$ cat config.mk
export PLATFORM = sky130hd
export DESIGN_NAME = fetch_queue_flat
export DESIGN_NICKNAME = d
export VERILOG_FILES = /design/src/rtl/fetch_queue_if.sv /design/src/rtl/fetch_queue.sv /design/src/flat_wrapper.sv
export SDC_FILE = /design/constraint.sdc
export NUM_CORES = 1
export LEC_CHECK = 0
export CAP_MARGIN = 20
export CORE_MARGIN = 4
export CORE_UTILIZATION = 50
export DETAILED_ROUTE_END_ITERATION = 16
export PLACE_DENSITY = 0.7
export SLEW_MARGIN = 20
export SYNTH_ARGS = -nofsm -noshare
export SYNTH_HDL_FRONTEND = slang
export SYNTH_SLANG_ARGS = --single-unit
$ cat constraint.sdc
create_clock -name clk -period 4.6 [get_ports clk]
set_input_delay 0.92 -clock clk [delete_from_list [all_inputs] [get_ports clk]]
set_output_delay 0.92 -clock clk [all_outputs]
set_load 0.05 [all_outputs]
$ cat src/rtl/fetch_queue_if.sv
// Bus bundle between the fetch queue, the instruction memory and the decode side.
// The slave view belongs to the queue itself; the master view is what the
// surrounding core (and imem) sees.
interface fetch_queue_if #(
   parameter int DEPTH = 4
);
   localparam int CNT_W = $clog2(DEPTH) + 1;

   logic [31:0]      imem_addr;
   logic [31:0]      imem_data;
   logic             redirect_valid;
   logic [31:0]      redirect_pc;
   logic             out_valid;
   logic             out_ready;
   logic [31:0]      out_instr;
   logic [31:0]      out_pc;
   logic [CNT_W-1:0] count;

   modport slave (
      output imem_addr,
      input  imem_data,
      input  redirect_valid,
      input  redirect_pc,
      output out_valid,
      input  out_ready,
      output out_instr,
      output out_pc,
      output count
   );

   modport master (
      input  imem_addr,
      output imem_data,
      output redirect_valid,
      output redirect_pc,
      input  out_valid,
      output out_ready,
      input  out_instr,
      input  out_pc,
      input  count
   );
endinterface

$ cat src/rtl/fetch_queue.sv
// Instruction prefetch queue: fetches sequentially from a combinational imem,
// buffers {pc, instr} pairs in a small FIFO and hands them to decode over a
// valid/ready handshake. A redirect flushes everything and restarts at the
// new target one cycle later.
module fetch_queue #(
   parameter int          DEPTH    = 4,
   parameter logic [31:0] RESET_PC = 32'h0000_0000
) (
   input logic         clk,
   input logic         rst,
   fetch_queue_if.slave bus
);
   localparam int          PTR_W = $clog2(DEPTH);
   localparam int          CNT_W = PTR_W + 1;
   localparam logic [31:0] NOP   = 32'h0000_0013;

   logic [31:0]      fetch_pc_q, fetch_pc_d;
   logic [PTR_W-1:0] wr_ptr_q, wr_ptr_d;
   logic [PTR_W-1:0] rd_ptr_q, rd_ptr_d;
   logic [CNT_W-1:0] count_q, count_d;
   logic [31:0]      pc_mem_q  [DEPTH];
   logic [31:0]      ins_mem_q [DEPTH];
   logic             push;
   logic             pop;

   // Handshake decode and next-state for the fetch PC, pointers and occupancy;
   // a redirect overrides any push/pop happening in the same cycle.
   always_comb begin
      pop        = (count_q != '0) & bus.out_ready;
      push       = !bus.redirect_valid & ((count_q < CNT_W'(DEPTH)) | pop);
      fetch_pc_d = fetch_pc_q;
      wr_ptr_d   = wr_ptr_q;
      rd_ptr_d   = rd_ptr_q;
      count_d    = count_q;
      if (bus.redirect_valid) begin
         fetch_pc_d = bus.redirect_pc & 32'hFFFF_FFFC;
         wr_ptr_d   = '0;
         rd_ptr_d   = '0;
         count_d    = '0;
      end else begin
         if (push) begin
            wr_ptr_d   = wr_ptr_q + 1'b1;
            fetch_pc_d = fetch_pc_q + 32'd4;
         end
         if (pop) begin
            rd_ptr_d = rd_ptr_q + 1'b1;
         end
         if (push && !pop) begin
            count_d = count_q + 1'b1;
         end else if (pop && !push) begin
            count_d = count_q - 1'b1;
         end
      end
   end

   // Control state register with synchronous reset back to the boot PC.
   always_ff @(posedge clk) begin
      if (rst) begin
         fetch_pc_q <= RESET_PC;
         wr_ptr_q   <= '0;
         rd_ptr_q   <= '0;
         count_q    <= '0;
      end else begin
         fetch_pc_q <= fetch_pc_d;
         wr_ptr_q   <= wr_ptr_d;
         rd_ptr_q   <= rd_ptr_d;
         count_q    <= count_d;
      end
   end

   // Entry storage captures the fetched word alongside its PC; never cleared.
   always_ff @(posedge clk) begin
      if (!rst && push) begin
         pc_mem_q[wr_ptr_q]  <= fetch_pc_q;
         ins_mem_q[wr_ptr_q] <= bus.imem_data;
      end
   end

   assign bus.imem_addr = fetch_pc_q;
   assign bus.out_valid = (count_q != '0);
   assign bus.out_instr = (count_q != '0) ? ins_mem_q[rd_ptr_q] : NOP;
   assign bus.out_pc    = (count_q != '0) ? pc_mem_q[rd_ptr_q] : 32'h0;
   assign bus.count     = count_q;
endmodule

$ cat src/flat_wrapper.sv
// flat-port wrapper written by rule: the top's interface ports become plain ports
module fetch_queue_flat 
#(
   parameter int          DEPTH    = 4,
   parameter logic [31:0] RESET_PC = 32'h0000_0000
)
  (clk, rst, bus_imem_addr, bus_imem_data, bus_redirect_valid, bus_redirect_pc, bus_out_valid, bus_out_ready, bus_out_instr, bus_out_pc, bus_count);
  fetch_queue_if #(.DEPTH(DEPTH)) bus_i ();
  input logic clk;
  input logic rst;
  output wire logic [$bits(bus_i.imem_addr)-1:0] bus_imem_addr;
  input wire logic [$bits(bus_i.imem_data)-1:0] bus_imem_data;
  input wire logic [$bits(bus_i.redirect_valid)-1:0] bus_redirect_valid;
  input wire logic [$bits(bus_i.redirect_pc)-1:0] bus_redirect_pc;
  output wire logic [$bits(bus_i.out_valid)-1:0] bus_out_valid;
  input wire logic [$bits(bus_i.out_ready)-1:0] bus_out_ready;
  output wire logic [$bits(bus_i.out_instr)-1:0] bus_out_instr;
  output wire logic [$bits(bus_i.out_pc)-1:0] bus_out_pc;
  output wire logic [$bits(bus_i.count)-1:0] bus_count;
  assign bus_imem_addr = bus_i.imem_addr;
  assign bus_i.imem_data = bus_imem_data;
  assign bus_i.redirect_valid = bus_redirect_valid;
  assign bus_i.redirect_pc = bus_redirect_pc;
  assign bus_out_valid = bus_i.out_valid;
  assign bus_i.out_ready = bus_out_ready;
  assign bus_out_instr = bus_i.out_instr;
  assign bus_out_pc = bus_i.out_pc;
  assign bus_count = bus_i.count;
  fetch_queue #(.DEPTH(DEPTH), .RESET_PC(RESET_PC)) u_core (.clk(clk), .rst(rst), .bus(bus_i));
endmodule
==> results.cfg, run 1 <==
[power_and_ir_drop]
switching_share_pct = 25.6
power_density_nw_per_um2 = 431
leakagePower_nw = 4.73
clockPowerShare_pct = 38.4
switchingPower_mw = 1.62
power_mw = 6.36
seq_power_share_pct = 47.0
p_int_mw = 4.73
pwr-share-comb_pct = 14.6
ir_drop_mv = 0.347

[run_status]
status = complete, no violations

[placed_design]
place.gp.congestion = 0.868
detailed_place_hpwl_um = 16400
portBuffers = 161

[clock_tree]
worstSkewPairLatency_ns = 0.55
cts_resized = 0
cts_setup_buffers = 0
cts_sinks = 287
cts_root_buf = clkbuf_16
cts_made_buffers = 30
ctsHoldBuffers = 0
cts.clk_slew.worst_paths_ns = 0.06
cts.path.max_buffers = 3
cts_tree = yes
cts.htree.levels = 1

[critical_path]
path_buf_inv = 3
path_class = reg -> out
critPathMaxFanout = 37
endpoint_kind = primary output
slowest_stage = clkdlybuf4s50_1
cpPeakStageDelay_ns = 0.73
cp_top_family = buffers and inverters
required_ns = 3.68
cp_data_arrival_time_ns = 3.19
startpoint_type = register
path_cells = nor3_1 > inv_2 > buf_4 > and2_1 > clkdlybuf4s50_1

[yosys]
ys_seq_area_share_pct = 69.8
synth_area_leaders = edfxtp_1 63%, mux4_2 12%, dfxtp_1 6.6%
synth_area_um2 = 11800
yosys.area.top_type_share_pct = 63.2
synth.largest_area_cell = edfxtp_1
syn_inst = 690
ys_seq_elements = 287
ys_async_sr_fraction_pct = 0
netlist-cell-type-count = 53
synth-edff-count = 248
ys.flop_type = edfxtp_1
syn_area_per_cell_um2 = 17.1
yosysWarnings = 0

[finish]
regArea_um2 = 8240
final_cell_mix = 248 x edfxtp_1, 161 x clkdlybuf4s50_1, 63 x and2_1, 62 x mux4_2, 37 x dfxtp_1
post-route-util_pct = 64.4
fillers = 1615
num_antenna_cells = 0
layout_commonest_cell = edfxtp_1
nNetsFinal = 932
syn_to_final_growth_pct = 25.3
multiInputGateArea_um2 = 3300
drive_gt1_share_pct = 16.6

[die]
start_util_pct = 51.4
die_w_um = 162
ios = 168
fp-row-count = 55
die_area_um2 = 26100
fp.dieH_um = 162
core_area_um2 = 22900

[timing]
finClkSkew_ns = 0.00970
period_share_pct = 89.4
drv_slew = 0
hold_viol = 0
fin_crit_ns = 4.11
grt_setup_unrepaired = no
worst_slew_pin_slew_ns = 0.853
setup_viol = 0
tns_ns = 0
fmax_mhz = 243
slew_headroom_pct = 43.1

[routing]
wl_per_cell_um = 21.6
wl_met1_um = 10900
vias = 6863
wl_um = 25800
highest_layer = met4
drc_errors = 0
postRouteAntennaNets = 0
dr_wl_met2_um = 12500
firstDrtPassIters = 5
drt_iter0_markers = 523
drt-vias-per-instance = 5.75
dr_wl_met3_um = 1860

[worst_hold_path]
hold_path_class = reg -> reg

[global_routing]
overflow = 0
grt_pass1_vias = 7207
antenna_found_initial = 0
grt_pass1_wl_um = 41000
grt_usage_pct = 20.0
grt_max_degree = 54

[run]
cap_viol_max_count = 0
## cells by family (layout without fill, tap and decap cells)
kind of cell,after synthesis,after routing,share of synthesized area [%]
flops,287,287,69.8
fa+ha+maj,7,7,0.807
xor+xnor,14,14,1.04
simple gates,203,203,10.1
other cells,1,4,0.0318
buf+inv,53,241,2.42
mux,63,63,11.9
compound gates,62,62,3.87
## final timing paths
check,start,to,slack [ns],depth (start not counted)
setup / recovery,u_core.bus.count[2]$_SDFFE_PP0P_,bus_out_pc[24],0.49,5
hold / removal,u_core.bus.count[2]$_SDFFE_PP0P_,u_core.bus.count[2]$_SDFFE_PP0P_,0.56,2
setup reg to reg,u_core.bus.count[2]$_SDFFE_PP0P_,u_core.bus.count[2]$_SDFFE_PP0P_,1.40,10
hold reg to reg,u_core.bus.count[2]$_SDFFE_PP0P_,u_core.bus.count[2]$_SDFFE_PP0P_,0.56,2
## flip-flops by register name, summed over array words and instances, names as in the netlist, named ones only
signal and flops:
u_core.wr_ptr_q 2, u_core.pc_mem_q 120, u_core.rd_ptr_q 2, u_core.bus.imem_addr 30
u_core.bus.count 3, u_core.ins_mem_q 128
## area by class of cell
cell class                 instances  area share [%]
clock buffer                      35            5.49
clock inverter                    21            1.41
inverter                           9           0.280
multi-input combinational        353            22.4
sequential                       287            55.8
tap                              313            2.65
timing repair buffer             176            12.0
## routing by layer
metal  track usage (%)  up-vias
li1                  -     3084
met2              33.2      293
met5                 0        -
met1              27.5     3436
met3              4.21       50
met4              4.46        0
## power groups by stage
| stage | combinational (mW) | sequential, mW | clock (mW) |
|---|---|---|---|
| after floorplan | 0.527 | 3.09 | 0 |
| after global placement | 0.928 | 3.03 | 0 |
| after detailed placement | 0.938 | 3.04 | 0 |
| after CTS | 0.942 | 2.99 | 2.50 |
| after global routing | 0.981 | 3.00 | 2.61 |
| final | 0.931 | 2.99 | 2.44 |
## per-stage QoR
step,hold WS (ns),worst slack [ns],instances,cell area (um^2)
after detailed placement,0.546,1.03,1138,13700
final,0.560,0.489,1194,14800
after global placement,0.497,1.03,1138,13700
after floorplan,0.485,1.19,693,11800
after global routing,0.596,0.343,1194,14800
after CTS,0.563,0.430,1194,14800
## worst min-delay path, delay by kind of cell, from the launching register on
| family | cells | cell delay, ns |
|---|---|---|
| DFF | 1 | 0.36 |
| AOI/OAI and AO/OA | 2 | 0.15 |
## Yosys cell counts (all sizes together), types with 7 or more instances
cell type,number
nand3,17
nor3,7
buf,18
and4,8
o211ai,14
nand2,22
a311oi,7
a211oi,12
dfxtp,39
and2,64
nand4,17
mux4,62
edfxtp,248
xor2,8
nor2,29
inv,9
clkbuf,25
or3,9
o21ai,11
Power figures use the tool's default switching activity.
==> run 2, diff against run 1 <==
--- a/config.mk
+++ b/config.mk
@@ -5,11 +5,13 @@
 export SDC_FILE = /design/constraint.sdc
 export NUM_CORES = 1
 export LEC_CHECK = 0
+export ABC_CLOCK_PERIOD_IN_PS = 4600
 export CAP_MARGIN = 20
 export CORE_MARGIN = 4
 export CORE_UTILIZATION = 50
 export DETAILED_ROUTE_END_ITERATION = 16
 export PLACE_DENSITY = 0.7
+export REMOVE_ABC_BUFFERS = 1
 export SLEW_MARGIN = 20
 export SYNTH_ARGS = -nofsm -noshare
 export SYNTH_HDL_FRONTEND = slang
==> run 2 against run 1 <==
Against the previous run: setup slack better by 0.071 ns; flip-flop and latch count unchanged; cell count down 0.34%; register-to-register slack better by 0.61 ns; sequential power about the same; critical path depth down 1; total power down 4.2%; maximum frequency up 1.7%; critical path type unchanged; largest cell class unchanged; highest routed layer unchanged.
==> results.cfg, run 2 (synthesis results as in run 1) <==
[worst_hold_path]
hold_path_class = reg -> reg

[timing]
worst_slew_pin_slew_ns = 0.995
hold_viol = 0
timing.hold.ws_ns = 0.545
slew_headroom_pct = 33.6
period_share_pct = 87.8
drv_slew = 0
grt_setup_unrepaired = no
finClkSkew_ns = 0.0195
setup_viol = 0
fin_crit_ns = 4.04
fmax_mhz = 247

[die]
fp-row-count = 55
fp.dieH_um = 162
die_w_um = 162
start_util_pct = 51.4
core_area_um2 = 22900
ios = 168
die_area_um2 = 26100

[routing]
wl_per_cell_um = 21.8
drt-vias-per-instance = 5.84
drt_iter0_markers = 514
firstDrtPassIters = 6
drc_errors = 0
wl_um = 26000
postRouteAntennaNets = 0
dr_wl_met2_um = 12300
vias = 6945
highest_layer = met4
dr_wl_met3_um = 2150
wl_met1_um = 10900

[power_and_ir_drop]
ir_drop_mv = 0.307
power_density_nw_per_um2 = 417
leakagePower_nw = 4.65
power_mw = 6.09

[finish]
layout_commonest_cell = edfxtp_1
num_antenna_cells = 0
drive_gt1_share_pct = 15.5
regMostFlops = u_core.ins_mem_q
syn_to_final_growth_pct = 24.1
final_cell_mix = 248 x edfxtp_1, 161 x clkdlybuf4s50_1, 63 x and2_1, 62 x mux4_2, 37 x dfxtp_1
largest_reg_flops = 128
nNetsFinal = 929
fillers = 1616
design_area_um2 = 14600

[placed_design]
place_area_um2 = 13700
portBuffers = 161
detailed_place_hpwl_um = 15900
place.gp.congestion = 0.839

[clock_tree]
cts.clk_slew.worst_paths_ns = 0.06
cts.htree.levels = 1
worstSkewPairLatency_ns = 0.56
cts_sinks = 287
cts_tree = yes
ctsHoldBuffers = 0
cts_resized = 0
cts_made_buffers = 29
cts_root_buf = clkbuf_16
cts_setup_buffers = 0
cts.path.max_buffers = 3

[critical_path]
startpoint_type = register
endpoint_kind = primary output
path_cells = buf_4 > mux4_2 > or2_2 > clkdlybuf4s50_1
cp_data_arrival_time_ns = 3.12
cpPeakStageDelay_ns = 0.71
critPathMaxFanout = 17
cp_top_family = buffers and inverters
slowest_stage = clkdlybuf4s50_1
path_class = reg -> out
path_buf_inv = 2
required_ns = 3.68

[global_routing]
grt_usage_pct = 19.6
grt_max_degree = 63
grt_pass1_vias = 7261
antenna_found_initial = 0
grt_pass1_wl_um = 40100
overflow = 0

[run]
cap_viol_max_count = 0

[run_status]
status = complete, no violations
[run 2: metal layers]
layer	track usage, %	up-vias
li1	-	3072
met1	27.1	3496
met2	31.9	319
met3	4.41	58
met4	5.39	0
met5	0	-
[run 2: path summary, 6_finish.rpt]
kind | start | endpoint | slack (ns) | depth (start not counted)
worst max register to register | u_core.bus.count[2]$_SDFFE_PP0P_ | u_core.bus.count[2]$_SDFFE_PP0P_ | 2.01 | 9
worst min register to register | u_core.rd_ptr_q[1]$_SDFFE_PP0P_ | u_core.rd_ptr_q[1]$_SDFFE_PP0P_ | 0.55 | 2
worst max-delay path | register | bus_out_instr[1] | 0.56 | 4
worst min-delay path | u_core.rd_ptr_q[1]$_SDFFE_PP0P_ | u_core.rd_ptr_q[1]$_SDFFE_PP0P_ | 0.55 | 2
[run 2: worst min-delay path, delay by kind of cell, from the launching register on]
kind | cells | cell delay [ns]
DFF | 1 | 0.33
and+or+nand+nor | 1 | 0.10
xor gates and xnor gates | 1 | 0.07
[run 2: through the flow]
step	std cells	util (%)	setup TNS (ns)	setup WS, ns
CTS	1189	63.7	0	0.483
finish	1190	63.8	0	0.559
floorplan	649	-	-0.0590	-0.0197
detailed placement	1135	59.9	0	1.08
global route	1190	63.8	0	0.403
global placement	1135	59.9	0	1.08
[run 2: area by class of cell]
class	instances	area [um^2]	share of cell area [%]
clock inverters	14	68.8	0.471
repair buffers	174	1770	12.1
flip-flops and latches	287	8240	56.3
inverters	9	41.3	0.283
multi-input cells	353	3300	22.6
clock buffers	40	807	5.52
well taps	313	392	2.68
[run 2: power by group]
part / switching (mW) / internal (mW)
Sequential: 0.0775 / 2.91
Combinational: 0.588 / 0.348
Clock: 0.947 / 1.22
Total: 1.61 / 4.48
